===== src/rtl/dimc_tile_seq_if.sv =====
// Command port of the DIMC tile job sequencer: one job per valid/ready handshake.
interface dimc_tile_seq_if #(
  parameter int FEAT_CNT_W = 8
);
  logic                  cmd_valid;
  logic                  cmd_ready;
  logic [FEAT_CNT_W-1:0] cmd_feat_count;
  logic                  cmd_psout_mode;
  logic                  cmd_compute_mask;
  logic                  cmd_soft_reset;

  modport master (
    output cmd_valid, cmd_feat_count, cmd_psout_mode, cmd_compute_mask, cmd_soft_reset,
    input  cmd_ready
  );
  modport slave (
    input  cmd_valid, cmd_feat_count, cmd_psout_mode, cmd_compute_mask, cmd_soft_reset,
    output cmd_ready
  );
endinterface


===== src/rtl/dimc_tile_seq.sv =====
// Job sequencer for the DIMC tile wrapper: programs static controls, optional soft
// reset, gated feature feed, fixed compute window, output drain, watchdog abort.
module dimc_tile_seq #(
  parameter int FEAT_CNT_W     = 8,
  parameter int SRST_CYCLES    = 4,
  parameter int COMPUTE_CYCLES = 16,
  parameter int TIMEOUT        = 255
) (
  input  logic                  dimc_tilewrap_clk,
  input  logic                  resetn,
  dimc_tile_seq_if.slave        cmd,
  input  logic                  feat_buff_empty,
  input  logic                  psin_buff_empty,
  input  logic                  sout_buff_full,
  input  logic                  sout_buff_empty,
  input  logic                  psout_buff_full,
  input  logic                  psout_buff_empty,
  output logic                  SOFT_RESET,
  output logic                  feat_en,
  output logic                  tile_en,
  output logic [FEAT_CNT_W-1:0] valid_feat_count,
  output logic                  psout_mode,
  output logic                  compute_mask,
  output logic                  busy,
  output logic                  done,
  output logic                  err
);
  localparam int PH_MAX = (SRST_CYCLES > COMPUTE_CYCLES) ? SRST_CYCLES : COMPUTE_CYCLES;
  localparam int PH_W   = $clog2(PH_MAX + 1);
  localparam int WD_W   = $clog2(TIMEOUT + 1);

  typedef enum logic [2:0] {IDLE, SRST, FEED, COMPUTE, DRAIN, DONE, ABORT} state_t;

  state_t                state, state_nxt;
  logic [PH_W-1:0]       ph;
  logic [FEAT_CNT_W-1:0] fed;
  logic [WD_W-1:0]       wd;
  logic                  accept, cmd_ok, stall, beat, drained, wd_exp, timed;

  // Handshake and beat terms come straight from state so the comb block has no loops.
  assign accept  = cmd.cmd_valid & (state == IDLE);
  assign cmd_ok  = cmd.cmd_feat_count != '0;
  assign stall   = sout_buff_full | (psout_mode & psout_buff_full);
  assign beat    = (state == FEED) & !stall & !feat_buff_empty & (!psout_mode | !psin_buff_empty);
  assign drained = sout_buff_empty & (!psout_mode | psout_buff_empty);
  assign wd_exp  = wd == WD_W'(TIMEOUT - 1);
  assign timed   = (state == SRST) | (state == COMPUTE) | (state == ABORT);

  always_comb begin
    state_nxt     = state;
    cmd.cmd_ready = 1'b0;
    SOFT_RESET    = 1'b0;
    feat_en       = 1'b0;
    tile_en       = 1'b0;
    done          = 1'b0;
    busy          = state != IDLE;
    case (state)
      IDLE: begin
        cmd.cmd_ready = 1'b1;
        if (accept && cmd_ok) state_nxt = cmd.cmd_soft_reset ? SRST : FEED;
      end
      SRST: begin
        SOFT_RESET = 1'b1;
        if (ph == PH_W'(SRST_CYCLES - 1)) state_nxt = FEED;
      end
      FEED: begin
        tile_en = 1'b1;
        feat_en = !stall;
        if (beat && fed == valid_feat_count - FEAT_CNT_W'(1)) state_nxt = COMPUTE;
        else if (!beat && wd_exp)                             state_nxt = ABORT;
      end
      COMPUTE: begin
        tile_en = 1'b1;
        if (ph == PH_W'(COMPUTE_CYCLES - 1)) state_nxt = DRAIN;
      end
      DRAIN: begin
        tile_en = 1'b1;
        if (drained)     state_nxt = DONE;
        else if (wd_exp) state_nxt = ABORT;
      end
      DONE: begin
        done      = 1'b1;
        state_nxt = IDLE;
      end
      ABORT: begin
        SOFT_RESET = 1'b1;
        if (ph == PH_W'(SRST_CYCLES - 1)) state_nxt = IDLE;
      end
      default: state_nxt = IDLE;
    endcase
  end

  always_ff @(posedge dimc_tilewrap_clk) begin
    if (!resetn) begin
      state            <= IDLE;
      ph               <= '0;
      fed              <= '0;
      wd               <= '0;
      valid_feat_count <= '0;
      psout_mode       <= 1'b0;
      compute_mask     <= 1'b0;
      err              <= 1'b0;
    end else begin
      state <= state_nxt;
      err   <= (accept && !cmd_ok) || (state_nxt == ABORT && state != ABORT);
      if (accept && cmd_ok) begin
        valid_feat_count <= cmd.cmd_feat_count;
        psout_mode       <= cmd.cmd_psout_mode;
        compute_mask     <= cmd.cmd_compute_mask;
      end
      // Phase counter restarts on every state change, so each timed state begins at 0.
      ph <= (timed && state_nxt == state) ? ph + 1'b1 : '0;
      if (accept)    fed <= '0;
      else if (beat) fed <= fed + 1'b1;
      // Watchdog only runs while staying in FEED/DRAIN without a beat; it is 0 on entry.
      if ((state == FEED || state == DRAIN) && state_nxt == state && !beat) wd <= wd + 1'b1;
      else                                                                  wd <= '0;
    end
  end
endmodule


===== src/flat_wrapper.sv =====
// flat-port wrapper written by rule: the top's interface ports become plain ports
module dimc_tile_seq_flat 
#(
  parameter int FEAT_CNT_W     = 8,
  parameter int SRST_CYCLES    = 4,
  parameter int COMPUTE_CYCLES = 16,
  parameter int TIMEOUT        = 255
)
  (dimc_tilewrap_clk, resetn, feat_buff_empty, psin_buff_empty, sout_buff_full, sout_buff_empty, psout_buff_full, psout_buff_empty, SOFT_RESET, feat_en, tile_en, valid_feat_count, psout_mode, compute_mask, busy, done, err, cmd_cmd_valid, cmd_cmd_feat_count, cmd_cmd_psout_mode, cmd_cmd_compute_mask, cmd_cmd_soft_reset, cmd_cmd_ready);
  dimc_tile_seq_if #(.FEAT_CNT_W(FEAT_CNT_W)) cmd_i ();
  input  logic dimc_tilewrap_clk;
  input  logic resetn;
  input  logic feat_buff_empty;
  input  logic psin_buff_empty;
  input  logic sout_buff_full;
  input  logic sout_buff_empty;
  input  logic psout_buff_full;
  input  logic psout_buff_empty;
  output logic SOFT_RESET;
  output logic feat_en;
  output logic tile_en;
  output logic [FEAT_CNT_W-1:0] valid_feat_count;
  output logic psout_mode;
  output logic compute_mask;
  output logic busy;
  output logic done;
  output logic err;
  input wire logic [$bits(cmd_i.cmd_valid)-1:0] cmd_cmd_valid;
  input wire logic [$bits(cmd_i.cmd_feat_count)-1:0] cmd_cmd_feat_count;
  input wire logic [$bits(cmd_i.cmd_psout_mode)-1:0] cmd_cmd_psout_mode;
  input wire logic [$bits(cmd_i.cmd_compute_mask)-1:0] cmd_cmd_compute_mask;
  input wire logic [$bits(cmd_i.cmd_soft_reset)-1:0] cmd_cmd_soft_reset;
  output wire logic [$bits(cmd_i.cmd_ready)-1:0] cmd_cmd_ready;
  assign cmd_i.cmd_valid = cmd_cmd_valid;
  assign cmd_i.cmd_feat_count = cmd_cmd_feat_count;
  assign cmd_i.cmd_psout_mode = cmd_cmd_psout_mode;
  assign cmd_i.cmd_compute_mask = cmd_cmd_compute_mask;
  assign cmd_i.cmd_soft_reset = cmd_cmd_soft_reset;
  assign cmd_cmd_ready = cmd_i.cmd_ready;
  dimc_tile_seq #(.FEAT_CNT_W(FEAT_CNT_W), .SRST_CYCLES(SRST_CYCLES), .COMPUTE_CYCLES(COMPUTE_CYCLES), .TIMEOUT(TIMEOUT)) u_core (.dimc_tilewrap_clk(dimc_tilewrap_clk), .resetn(resetn), .cmd(cmd_i), .feat_buff_empty(feat_buff_empty), .psin_buff_empty(psin_buff_empty), .sout_buff_full(sout_buff_full), .sout_buff_empty(sout_buff_empty), .psout_buff_full(psout_buff_full), .psout_buff_empty(psout_buff_empty), .SOFT_RESET(SOFT_RESET), .feat_en(feat_en), .tile_en(tile_en), .valid_feat_count(valid_feat_count), .psout_mode(psout_mode), .compute_mask(compute_mask), .busy(busy), .done(done), .err(err));
endmodule

===== config.mk =====
export PLATFORM = sky130hd
export DESIGN_NAME = dimc_tile_seq_flat
export DESIGN_NICKNAME = d
export VERILOG_FILES = /design/src/rtl/dimc_tile_seq_if.sv /design/src/rtl/dimc_tile_seq.sv /design/src/flat_wrapper.sv
export SDC_FILE = /design/constraint.sdc
export NUM_CORES = 1
export LEC_CHECK = 0
export CORE_MARGIN = 2
export CORE_UTILIZATION = 25
export CTS_BUF_LIST = sky130_fd_sc_hd__clkbuf_4 sky130_fd_sc_hd__clkbuf_8
export DETAILED_ROUTE_END_ITERATION = 10
export SLEW_MARGIN = 40
export SYNTH_ARGS = -nofsm -noshare
export SYNTH_HDL_FRONTEND = slang
export SYNTH_SLANG_ARGS = --single-unit

===== constraint.sdc =====
create_clock -name dimc_tilewrap_clk -period 1.9 [get_ports dimc_tilewrap_clk]
set_clock_uncertainty 0.05 [all_clocks]
set_input_delay 0.475 -clock dimc_tilewrap_clk [delete_from_list [all_inputs] [get_ports dimc_tilewrap_clk]]
set_output_delay 0.475 -clock dimc_tilewrap_clk [all_outputs]
set_load 0.01 [all_outputs]

* After elaboration in Yosys (flattened, before gate mapping)
Index checks and enable logic that the tools add are counted.
Storage, ports and cells: bits in registers 35, input bits 20, output and inout port bits 17, logic and storage cells 76
Cells by class: add/sub/neg operators 4, eq/ne operators 13, mux-type cells 15, bitwise operators 12, reduce and logical (&&, ||, !) cells 24
Operators with widths (count):
- $mux 3 | 8
- $pmux 3 s6 | 1
- $add 8x1->8 const B | 2
- $eq 3x3->1 const B | 4
- $eq 8x8->1 | 1
- $eq 8x8->1 const B | 1
- $logic_and 1x1->1 | 8
- $reduce_bool 8->1 | 1
- $sub 8x1->8 const B | 1
- $and 1x1->1 | 6
- $eq 3x2->1 const B | 2
- $logic_not 1->1 | 6
- $add 5x1->5 const B | 1
- $eq 5x2->1 const B | 1
- $eq 5x4->1 const B | 1
- $mux 1 | 5
- $or 1x1->1 | 5
- $reduce_and 2->1 | 2
- $reduce_or 2->1 | 2
- $eq 3x1->1 const B | 1
- $eq 3x3->1 | 1
- $logic_not 3->1 | 1
- $ne 3x3->1 const B | 1
- $reduce_bool 3->1 | 1
- other kinds (4) | 5

* Logic depth before layout (Yosys ltp)
word-level depth 15, gate-level depth with buffers 9, mapped depth without buffers 8

* Worst setup path after synthesis
Ideal clock, no wire load.
kind input -> register, start input cmd_cmd_feat_count[3], end register u_core.wd[2], setup time 80 ps, arrival time 1906 ps, data required time 1770 ps, slack -136 ps, cell stages on the path 6, path buffers 1, cells stage by stage nor4_4 a211oi_1 a2111oi_0 o2111ai_2 buf_6 nor3_1
Between the ends: longest elaborated chain between the ends 8
Ends and longest elaborated chain:
- start: declaration | line flat_wrapper.sv:29 | input wire logic [$bits(cmd_i.cmd_feat_count)-1:0] cmd_cmd_feat_count;
- $reduce_bool 8->1 | line dimc_tile_seq.sv:42 | assign cmd_ok = cmd.cmd_feat_count != '0;
- $logic_and 1x1->1 | line dimc_tile_seq.sv:60 | if (accept && cmd_ok) state_nxt = cmd.cmd_soft_reset ? SRST : FEED;
- $mux 3 | line dimc_tile_seq.sv:60
- $pmux 3 s6 | line dimc_tile_seq.sv:57 | case (state)
- $eq 3x3->1 | line dimc_tile_seq.sv:116 | if ((state == FEED || state == DRAIN) && state_nxt == state && !beat) wd <= wd + 1'b1;
- $logic_and 1x1->1 (2 in series) | line dimc_tile_seq.sv:116
- $reduce_and 2->1 (no line)
- end signal: assignment | line dimc_tile_seq.sv:116
- end: declaration | line dimc_tile_seq.sv:37 | logic [WD_W-1:0] wd;
No other way between the ends. A chain may end at the register's enable or synchronous reset.

* Worst setup path in the final report
start register u_core.ph[0], end register u_core.ph[1]
Between the ends: longest elaborated chain between the ends 6, elaborated cells between the ends (all ways) 10, those cells by class 1 x add/sub; 3 x eq/ne; 4 x mux; 2 x reduce/logical
Ends and longest elaborated chain:
- start: declaration | line dimc_tile_seq.sv:35 | logic [PH_W-1:0] ph;
- start signal: assignment | line dimc_tile_seq.sv:112 | ph <= (timed && state_nxt == state) ? ph + 1'b1 : '0;
- $eq 5x2->1 / $eq 5x4->1 (equally long branches) | line dimc_tile_seq.sv:64, dimc_tile_seq.sv:87, dimc_tile_seq.sv:74
- $mux 3 (on tied branches) | line dimc_tile_seq.sv:87, dimc_tile_seq.sv:64, dimc_tile_seq.sv:74
- $pmux 3 s6 | line dimc_tile_seq.sv:57
- $eq 3x3->1 | line dimc_tile_seq.sv:112
- $logic_and 1x1->1 | line dimc_tile_seq.sv:112
- $reduce_and 2->1 (no line)
Several ways; a longest one is shown, not always the timed one.

==> metrics.txt <==
result of the run finished with violations; violated checks setup timing; # nets final 353; sequential-to-total area share from yosys stat a little over a third; count of vias placed by the detailed router about 2100; commonest register cell after synthesis sky130_fd_sc_hd__dfxtp_1; top-level port count 37; sequential cell area in the final layout 714 um2; Filler cells between 700 and 800; Most common cell on crit path sky130_fd_sc_hd__ha_4; area of the die approximately 8600 um2; multi-input logic area between 1000 and 1500 um2; min setup slack post-route -175 ps; Unique masters post-synth 43; DRC 0; worst hold path class flip-flop to flip-flop; maximum vdd ir drop around 0.47 mV; fraction of registers with async set or reset after synthesis 0%; share of post-route cells with drive strength above 1 39.3%; CTS tree yes; top cells by area in the synthesized netlist sky130_fd_sc_hd__dfxtp_1 (36%), sky130_fd_sc_hd__nand2_1 (5.7%), sky130_fd_sc_hd__xor2_1 (4.9%), sky130_fd_sc_hd__xnor2_1 (4.4%), sky130_fd_sc_hd__ha_1 (3.8%); cell accounting for the most synthesized area sky130_fd_sc_hd__dfxtp_1; reg-to-reg endpoint u_core.ph[1]; maximum fanout along the worst path 7; aggregate routed wire length 5860 um; critical path depth 9; starting density of the core between 20% and 30%; antenna diode count 0; slew margin rel. between 60% and 70%; Critical Path Source Type flip-flop; transition time of the tightest slew-check pin 503 ps; Power Density between 600 and 700 nW/um2; first-pass GRT wire length just under 10000 um; Netlist Area Pre-Place slightly below 2000 um2; instance count of the mapped netlist 230; achievable frequency a little under 500 MHz; CP arrival roughly 2200 ps; drt first pass iters 4; synthesized area per cell 8.58 um2; ANT nets after route 0; syn nets approximately 260; DIE WIDTH about 93 um; H-tree levels 2; clock latency reported for the late side of the worst-skew pair about 290 ps; number of synthesized register bits 35; Reg2Reg Launch Point u_core.ph[0]; Fin Setup TNS -1720 ps; Yosys Warn Count 0; Register-to-Register Setup Slack -180 ps; capturing element type of the critical path flip-flop; endpoint required time on the critical path a little over 2000 ps; overall fraction of global-route tracks in use ~14%; depth of the most critical reg-to-reg path 9; clock transition time at the flip-flop clock pins of the worst setup and hold paths approximately 80 ps; die height between 90 and 100 um; global route overflow 0; initial antenna violation count 0; detail-routed via count per cell approximately 4.8; end-of-flow core utilization a little over two fifths; crit-path max cell delay 340 ps; ratio of final minimum period to clock period 109%; static leakage roughly 1.3 nW; root buffer cell sky130_fd_sc_hd__clkbuf_8; WP buf/inv 1; placer's final routability congestion estimate between 0.8 and 0.9; Final min period a little over 2000 ps; slowest library cell on the worst path sky130_fd_sc_hd__dfxtp_2; total design power 2.00 mW; share of the synthesized area in the top cell type between 30% and 40%; core region area 7690 um2; dpl hpwl ~4100 um; via count of the first global-routing pass ~2100; count of flip-flops with a built-in enable after synthesis 0; pin count of the biggest net entering global routing 16; critical path start-end classification flip-flop to flip-flop; Routed wire per std cell 13.6 um; max-capacitance violation count 0; most common cell after layout, fill and taps aside sky130_fd_sc_hd__buf_4; Area growth syn-to-layout 68.7%; largest buffer count on any clock path 2; max-slew violations 0; Worst Setup Slack post-DPL -702 ps; final number of hold-violating endpoints 0; worst path cell trace ha_4 > and3_4 > ha_4 > a21oi_1 > o21ai_0 > a31oi_1 > o2111ai_2 > buf_6 > nor3b_2; Port-buffer cells 36; total CTS buffers 5; Rows 32; Critical path destination u_core.ph[1]; first-iteration detailed-routing DRC count 50; worst hold path depth 2; number of clock sinks 35; RSZ-0062 raised after global routing true; Top Family by Delay on Critical Path compound AO/OA/AOI/OAI gates; worst setup path startpoint u_core.ph[0]; highest-count cells in the layout ignoring fill and taps sky130_fd_sc_hd__buf_4 (54), sky130_fd_sc_hd__nand2_1 (29), sky130_fd_sc_hd__dfxtp_1 (28); setup-violating endpoint count in the final report 15
[worst min path at each step]
stage,start,endpoint,slack [ps]
floorplan,u_core.ph[0],u_core.ph[0],380
global route,u_core.valid_feat_count[0],u_core.valid_feat_count[0],480
finish,u_core.valid_feat_count[7],u_core.valid_feat_count[7],450
detailed placement,u_core.valid_feat_count[7],u_core.valid_feat_count[7],450
CTS,u_core.valid_feat_count[0],u_core.valid_feat_count[0],450
global placement,u_core.fed[1],u_core.fed[1],450
[final cells by class]
class                           count  share of cell area, %
Multi-Input combinational cell    178                   44.4
Timing Repair Buffer               98                   25.7
Sequential cell                    35                   21.5
Tap cell                          102                   3.83
Clock buffer                        6                   2.48
Clock inverter                      2                   1.05
Inverter                            9                   1.01
[sequential cells by signal, indices dropped and copies added (netlist names)]
| register | count |
|---|---|
| u_core.compute_mask | 1 |
| u_core.err | 1 |
| u_core.fed | 8 |
| u_core.ph | 5 |
| u_core.psout_mode | 1 |
| u_core.state | 3 |
| u_core.valid_feat_count | 8 |
| u_core.wd | 8 |
[power by group]
group | internal (mW) | leakage [nW] | switching [mW]
Sequential | 0.756 | 0.288 | 0.0272
Clock | 0.425 | 0.0612 | 0.279
Combinational | 0.268 | 0.944 | 0.245
[layer usage]
metal / GRT usage (%) / vias to the layer above / share of wire (%)
li1: - / 1021 / -
met1: 16.7 / 1000 / 44
met2: 25.4 / 30 / 52
met3: 2.93 / 6 / 2.6
met4: 2.57 / 0 / 0.90
met5: 0 / - / 0
[per-stage QoR]
stage          instances  cell area, um2  hold slack, ps
2_1_floorplan        230            1970             379
4_1_cts              428            3160             451
5_1_grt              430            3330             484
3_5_place_dp         413            2830             446
3_3_place_gp         413            2830             449
6_report             430            3330             450
[Yosys cell counts, types with 5 or more instances]
cell	count
sky130_fd_sc_hd__dfxtp_1	35
sky130_fd_sc_hd__nand2_1	30
sky130_fd_sc_hd__nor3_1	15
sky130_fd_sc_hd__xor2_1	11
sky130_fd_sc_hd__xnor2_1	10
sky130_fd_sc_hd__a21boi_0	9
sky130_fd_sc_hd__inv_1	9
sky130_fd_sc_hd__nand3_1	9
sky130_fd_sc_hd__nor2_1	8
sky130_fd_sc_hd__a21oi_1	7
sky130_fd_sc_hd__and3_1	6
sky130_fd_sc_hd__ha_1	6
sky130_fd_sc_hd__nor2b_1	6
sky130_fd_sc_hd__clkbuf_1	5
sky130_fd_sc_hd__o21ai_0	5
sky130_fd_sc_hd__or3_1	5
[worst min-delay path, cell delays in order (launching register included)]
cell,delay (ps)
sky130_fd_sc_hd__dfxtp_1,340
sky130_fd_sc_hd__nand2_1,60
sky130_fd_sc_hd__a21boi_0,60
[logic make-up (layout without fill, tap and decap cells)]
| kind of cell | count (synthesis) | in the layout | synth area share (%) |
|---|---|---|---|
| xor gates and xnor gates | 21 | 21 | 9.32 |
| adders and majority gates | 6 | 6 | 3.80 |
| and+or+nand+nor | 109 | 109 | 31.5 |
| buffers and inverters | 17 | 115 | 4.06 |
| muxes | 2 | 2 | 1.01 |
| DFF | 35 | 35 | 35.5 |
| AOI/OAI and AO/OA | 40 | 40 | 14.8 |
[repair_timing]
action                                 in CTS  in global routing
buffers inserted                            6                  2
pin swaps                                  20                 15
cloned                                      1                  1
hold buffers                                0                  0
endpoints found under the hold margin       0                  0
setup endpoints to repair                  34                 22
resized for setup                          65                 40
Power figures use the tool's default switching activity.
